$ cat config.mk
export PLATFORM = sky130hd
export DESIGN_NAME = pixel_packer
export DESIGN_NICKNAME = d
export VERILOG_FILES = /design/src/rtl/pixel_packer.sv
export SDC_FILE = /design/constraint.sdc
export NUM_CORES = 1
export LEC_CHECK = 0
export CAP_MARGIN = 0
export CELL_PAD_IN_SITES_DETAIL_PLACEMENT = 0
export CELL_PAD_IN_SITES_GLOBAL_PLACEMENT = 1
export CORE_ASPECT_RATIO = 1.4
export CORE_UTILIZATION = 40
export DETAILED_ROUTE_END_ITERATION = 12
export PLACE_DENSITY_LB_ADDON = 0.1
export SETUP_SLACK_MARGIN = 0.1
export SLEW_MARGIN = 10
export SYNTH_ARGS = -nofsm -noshare
export SYNTH_HDL_FRONTEND = slang
export SYNTH_SLANG_ARGS = --single-unit
$ cat constraint.sdc
create_clock -name clk -period 2.6 [get_ports clk]
set_input_delay 0.52 -clock clk [delete_from_list [all_inputs] [get_ports clk]]
set_output_delay 0.52 -clock clk [all_outputs]
set_load 0.05 [all_outputs]
$ cat src/rtl/pixel_packer.sv
// pixel_packer: packs an R,G,B byte stream into 18-bit {R6,G6,B6} frame-buffer writes.
//
// Ports:
//   clk, reset (async, active-low)   - clock and reset
//   clear                            - synchronous frame restart
//   rx_data[7:0], rx_ready           - received byte and its one-cycle strobe
//   wr_en, wr_addr, raw_rgb          - frame-buffer write port (wr_en one cycle per pixel)
//   frame_done                       - pulses with the write of the last pixel of a frame
//   busy                             - frame in progress
//   sync_err                         - pulses when a stalled partial pixel is discarded
//
// Optional feature: define PACKER_TIMEOUT_EN to build the mid-pixel idle timeout.
// Without it sync_err is tied low and a partial pixel waits indefinitely.
module pixel_packer #(
  parameter int unsigned IMG_W          = 320,
  parameter int unsigned IMG_H          = 240,
  parameter int unsigned ADDR_W         = 17,
  parameter int unsigned TIMEOUT_CYCLES = 1000000
) (
  input  logic              clk,
  input  logic              reset,
  input  logic              clear,
  input  logic [7:0]        rx_data,
  input  logic              rx_ready,
  output logic              wr_en,
  output logic [ADDR_W-1:0] wr_addr,
  output logic [17:0]       raw_rgb,
  output logic              frame_done,
  output logic              busy,
  output logic              sync_err
);

  localparam logic [ADDR_W-1:0] LAST_ADDR = ADDR_W'(IMG_W * IMG_H - 1);

  typedef enum logic [1:0] {
    WAIT_R = 2'd0,
    WAIT_G = 2'd1,
    WAIT_B = 2'd2
  } state_t;

  state_t            state_q, state_d;
  logic [5:0]        r_hold_q, r_hold_d;
  logic [5:0]        g_hold_q, g_hold_d;
  logic [17:0]       raw_rgb_q, raw_rgb_d;
  logic              wr_en_q, wr_en_d;
  logic [ADDR_W-1:0] wr_addr_q, wr_addr_d;
  logic              frame_done_q, frame_done_d;
  logic              busy_q, busy_d;
  logic              timeout_c;

  // The two LSBs of each channel byte are dropped by design.
  logic unused_lsbs;
  assign unused_lsbs = ^rx_data[1:0];

`ifdef PACKER_TIMEOUT_EN
  localparam int unsigned TW = (TIMEOUT_CYCLES > 1) ? $clog2(TIMEOUT_CYCLES) : 1;

  logic [TW-1:0] idle_q, idle_d;
  logic          sync_err_q, sync_err_d;

  // Fires on the TIMEOUT_CYCLES-th consecutive idle cycle inside a partial pixel.
  assign timeout_c = (state_q != WAIT_R) && (idle_q == TW'(TIMEOUT_CYCLES - 1));

  // Idle counter: cleared by any byte, by resync and while waiting for red.
  always_comb begin
    idle_d     = idle_q + TW'(1);
    sync_err_d = timeout_c && !clear;
    if (clear || rx_ready || timeout_c || (state_q == WAIT_R)) begin
      idle_d = '0;
    end
  end

  always_ff @(posedge clk or negedge reset) begin
    if (!reset) begin
      idle_q     <= '0;
      sync_err_q <= 1'b0;
    end else begin
      idle_q     <= idle_d;
      sync_err_q <= sync_err_d;
    end
  end

  assign sync_err = sync_err_q;
`else
  localparam int unsigned unused_timeout = TIMEOUT_CYCLES;

  assign timeout_c = 1'b0;
  assign sync_err  = 1'b0;
`endif

  // Byte sequencing, pixel packing and address generation.
  always_comb begin
    state_d      = state_q;
    r_hold_d     = r_hold_q;
    g_hold_d     = g_hold_q;
    raw_rgb_d    = raw_rgb_q;
    wr_en_d      = 1'b0;
    frame_done_d = 1'b0;
    wr_addr_d    = wr_addr_q;

    // Address advances as the write cycle ends, wrapping after the last pixel.
    if (wr_en_q) begin
      wr_addr_d = (wr_addr_q == LAST_ADDR) ? '0 : wr_addr_q + ADDR_W'(1);
    end

    if (clear) begin
      state_d   = WAIT_R;
      wr_addr_d = '0;
    end else if (timeout_c) begin
      // Resync; a byte arriving in the same cycle starts a new pixel.
      state_d = WAIT_R;
      if (rx_ready) begin
        r_hold_d = rx_data[7:2];
        state_d  = WAIT_G;
      end
    end else if (rx_ready) begin
      case (state_q)
        WAIT_R: begin
          r_hold_d = rx_data[7:2];
          state_d  = WAIT_G;
        end
        WAIT_G: begin
          g_hold_d = rx_data[7:2];
          state_d  = WAIT_B;
        end
        WAIT_B: begin
          raw_rgb_d    = {r_hold_q, g_hold_q, rx_data[7:2]};
          wr_en_d      = 1'b1;
          frame_done_d = (wr_addr_d == LAST_ADDR);
          state_d      = WAIT_R;
        end
        default: state_d = WAIT_R;
      endcase
    end

    busy_d = (state_d != WAIT_R) || (wr_addr_d != '0);
  end

  always_ff @(posedge clk or negedge reset) begin
    if (!reset) begin
      state_q      <= WAIT_R;
      r_hold_q     <= '0;
      g_hold_q     <= '0;
      raw_rgb_q    <= '0;
      wr_en_q      <= 1'b0;
      wr_addr_q    <= '0;
      frame_done_q <= 1'b0;
      busy_q       <= 1'b0;
    end else begin
      state_q      <= state_d;
      r_hold_q     <= r_hold_d;
      g_hold_q     <= g_hold_d;
      raw_rgb_q    <= raw_rgb_d;
      wr_en_q      <= wr_en_d;
      wr_addr_q    <= wr_addr_d;
      frame_done_q <= frame_done_d;
      busy_q       <= busy_d;
    end
  end

  assign wr_en      = wr_en_q;
  assign wr_addr    = wr_addr_q;
  assign raw_rgb    = raw_rgb_q;
  assign frame_done = frame_done_q;
  assign busy       = busy_q;

endmodule

# Yosys cells after proc, flatten, opt, wreduce, memory -nomap -nowiden

Index checks and enable logic that the tools add are counted.

Add/sub/neg operators: 1
Eq/ne operators: 4
Mux-type cells: 12
Bitwise logic cells: 1
Reduce and logical (&&, ||, !) cells: 7

Operator list:

| kind                  | count |
|---|---|
| $mux 17               | 3 |
| $eq 17x17->1 const B  | 2 |
| $add 17x1->17 const B | 1 |
| $reduce_bool 17->1    | 1 |
| $reduce_and 3->1      | 3 |
| $mux 1                | 6 |
| $mux 2                | 2 |
| $pmux 2 s2            | 1 |
| $eq 2x1->1 const B    | 1 |
| $eq 2x2->1 const B    | 1 |
| $logic_not 2->1       | 1 |
| $reduce_bool 2->1     | 1 |
| $logic_or 1x1->1      | 1 |
| $not 1->1             | 1 |

Flip-flop bits (word level): 52
Bits of input ports: 12
Output and inout port bits: 39
Logic and storage cells: 33

# Depth between registers and ports, before layout

Depth after elaboration: 7
Mapped depth: 7
Mapped depth without buffers: 7

# Least setup slack after synthesis

OpenSTA, ideal clock, no wires.

Path type: register to register
From: register wr_addr_q[5] (netlist: wr_addr[5])
To: register busy_q (netlist: busy)
Library setup time: 0.126 ns
Arrival time: 2.248 ns
Data required time: 2.474 ns
Slack: 0.226 ns
Cell stages (with the launch flop): 7
Buffers on the path: 0
Cell sequence: dfrtp_1 nand4_2 nor4_4 mux2_2 o21a_1 nor4b_1 o21ai_1

Cells in the longest elaborated chain, start to end: 6
Elaborated cells between the ends (all ways): 7

Ends and longest elaborated chain:

| item                                                 | RTL line | source |
|---|---|---|
| from (decl)                                          | 46       | `logic [ADDR_W-1:0] wr_addr_q, wr_addr_d;` |
| from (signal assigned)                               | 155      | `wr_addr_q <= wr_addr_d;` |
| $add 17x1->17 / $eq 17x17->1 (equally long branches) | 103      | `wr_addr_d = (wr_addr_q == LAST_ADDR) ? '0 : wr_addr_q + ADDR_W'(1);` |
| $mux 17                                              | 103      |  |
| $mux 17 (*)                                          | 102      | `if (wr_en_q) begin` |
| $mux 17 (*)                                          | 106      | `if (clear) begin` |
| $reduce_bool 17->1 (*)                               | 136      | `busy_d = (state_d != WAIT_R) \|\| (wr_addr_d != '0);` |
| $logic_or 1x1->1 (*)                                 | 136      |  |
| named net busy_d                                     | 48       | `logic busy_q, busy_d;` |
| to (signal assigned)                                 | 157      | `busy_q <= busy_d;` |
| to (decl)                                            | 48       |  |

Mark *: on every way through the listed nets, which the timed path passes. The rest lies on a longest branch.
A chain may end at the register's enable or synchronous reset.

# Worst setup path in the final report

From: register wr_addr_q[7] (netlist: wr_addr[7])
To: register busy_q (netlist: busy)

Same word-level chain as after synthesis.

==> impl_metrics.toml <==
[placed_design]
portBuffers = 47
dp_slack_ps = 227
post-dp-hpwl_microns = 4090
globalplace.congestion = 0.830

[setup_path]
max_stage_delay_ps = 500
crit_arrival_ps = 2540
setup.worst_path.start_class = "flip-flop"
critPathRequiredTime_ps = 2790
critPathKind = "reg2reg"
cp_max_fo = 6
cp_cell_sequence = "nand4_2 -> nor4_4 -> mux2_2 -> o21a_1 -> nor4b_1 -> o21ai_1"
ff2ff_setup_slack_ps = 250
crit_slowest_cell = "dfrtp_1"
cp-end-kind = "flip-flop"

[yosys]
synth_cell_types = 44
synth_top_cell_by_area = "dfrtp_1"
syn_inst = 222
synth_nets = 235
yosysWarnings = 0
synth_seq_cells = 52
netlist_top_cells_area = "dfrtp_1, mux2_2, nor2_1"
syn_area_sq_um = 2530
synth_top_area_share_pct = 51.4
avgSynthCellArea_sq_um = 11.4
synth-seq-area-share_pct = 51.4

[floorplanning]
chipWidth_microns = 69.3
die_area_sq_um = 6660
die_h_microns = 96.2
start_util_pct = 42.3
io_pins = 51
core.rowCount = 33
core_region_area_sq_um = 5990

[clocking]
cts_htree_levels = 2
ctsResizeCount = 0
cts_sinks = 52
cts_hold_buf = 0
cts_buffer_depth = 2
insertion_delay_ps = 310
cts_tree = "yes"
cts_root_buf = "clkbuf_8"
cts_buffers = 5
post_cts_buffers = 0
clk_pin_slew_ps = 100

[power]
power_mw = 2.19
combinationalPowerShare_pct = 31.3
p_switching_mw = 0.777
p_sw_share_pct = 35.5
leakage_nw = 1.38
p_clk_share_pct = 22.4
seq_power_share_pct = 46.3
power.density_nw_per_um2 = 670
internal-power_mw = 1.41
ir_drop_v = 0.000602

[final_layout]
final_core_util_pct = 54.5
layout-drive-gt1-share_pct = 23.4
syn_to_final_growth_pct = 28.9
diodes = 0
nNetsFinal = 294

[global_routing]
use_met3_pct = 3.56
grt_pass1_wl_microns = 9470
grt.busiest_layer = "met2"
grt_max_degree = 53
track_usage_pct = 18.2
grt_pass1_vias = 1862
met1_usage_pct = 21.5
antenna_found_initial = 0
overflow = 0
use_met2_pct = 32.4

[sta]
fmax_mhz = 425
period_needed_ps = 2350
fin_tns_setup_ps = 0
tightest_slew_ps = 520
hold_violations = 0
slew_viol_final = 0
relSlewSlack_pct = 65.2
fin_skew_ps = 10.6
hold_slack_ps = 176
period_share_pct = 90.4
layout_setup_ws_ps = 250
rsz0062_at_grt = "false"
setup_viol = 0

[route]
routedWlPerCell_microns = 15.9
vias = 1868
wl_microns = 5590
drc = 0
first_pass_iters = 4
antenna_left = 0
drt_iter0_drc = 100
viasPerCell = 5.31

[flow_run]
cap_violations = 0

[hold_path]
hp-class = "in2async"

[status]
status = "completed"
## cells in the final DEF, fill, tap and decap left out, types with 2 or more instances in the layout
master           instances
clkbuf_8                 5
nor3_1                   4
a21oi_1                  6
nand2b_1                 4
nor3b_2                  2
o22a_1                   2
inv_1                    4
dfrtp_1                 52
xnor2_1                  9
nor2_1                  28
or3_1                    2
nor4_2                   2
nand2_1                 14
nand4_1                  5
buf_4                   14
nand4b_1                 3
and3_1                   3
clkinv_4                 2
nand3_1                  4
and4_1                   2
xor2_1                   6
a211oi_1                 2
nor2b_1                  2
a31oi_1                  3
mux2_2                  32
mux2i_1                  2
a41o_1                   2
clkdlybuf4s50_1         46
## path summary, 6_finish.rpt
| path | cells after the start | end | start |
|---|---|---|---|
| worst min register to register | 1 | g_hold_q[3] | g_hold_q[3] |
| worst min-delay path | 2 | busy | reset |
| min in group clk | 1 | g_hold_q[3] | g_hold_q[3] |
| worst max-delay path | 6 | busy | wr_addr[7] |
| worst max register to register | 6 | busy | wr_addr[7] |
| max in group asynchronous | 2 | wr_en | reset |
## through the flow
step / cell area [sq um] / cells
2_1_floorplan: 2530 / 222
3_3_place_gp: 3170 / 344
3_5_place_dp: 3170 / 344
4_1_cts: 3270 / 352
5_1_grt: 3270 / 352
6_report: 3270 / 352
## synthesized netlist by cell type, drive strengths merged
cell	instances
ha	1
nand4b	3
nand2	14
nor4	4
inv	4
a41o	2
nand4	7
nor2b	2
and4	2
nand3	4
and3	3
mux2i	2
a31oi	3
clkbuf	5
o21a	1
a211oi	2
mux2	32
or2	1
buf	5
conb	1
a21oi	6
or3	2
nand3b	1
xnor2	9
or4	1
dfrtp	52
o21ai	2
nor2	28
o211ai	1
nor3b	3
o41ai	1
nor3	4
nor4b	2
nand2b	4
xor2	6
o22a	2
## layer usage
metal / share of wire, % / vias to the layer above
li1: - / 907
met1: 41 / 906
met2: 53 / 44
met3: 3.1 / 11
met4: 2.6 / 0
met5: 0 / -
## cell families after synthesis
logic type	count (synthesis)	share of synthesized area [%]
muxes	34	15.0
DFF	52	51.4
adders and majority gates	1	0.494
and+or+nand+nor	85	19.8
buffers and inverters	14	2.42
AOI/OAI and AO/OA	20	5.63
other	1	0.148
xor gates and xnor gates	15	5.19
## area by class of cell
cell class	instances	area, sq um
clock buffer	5	68.8
clock inverter	3	26.3
fill	534	2720
inverter	4	15.0
multi-input combinational	156	1180
sequential	52	1300
tap	70	87.6
timing repair buffer	62	591
## power by group through the flow
stage          clock network [mW]  logic, mW  registers (mW)
2_1_floorplan                   0      0.149            1.32
3_3_place_gp                    0      0.686            1.02
3_5_place_dp                    0      0.688            1.03
4_1_cts                     0.515      0.692            1.02
5_1_grt                     0.549      0.716            1.03
6_report                    0.490      0.684            1.01
## worst max-delay path: cells and delay by family (launching register included)
family / cells / cell delay, ps
mux: 1 / 370
compound gates: 2 / 280
simple gates: 3 / 1070
flops: 1 / 500
## sequential cells by signal (all words and copies together) (netlist names)
register	cells
busy	1
frame_done	1
g_hold_q	6
r_hold_q	6
raw_rgb	18
state_q	2
wr_addr	17
wr_en	1
No activity file was read; power rests on OpenSTA's default activity.
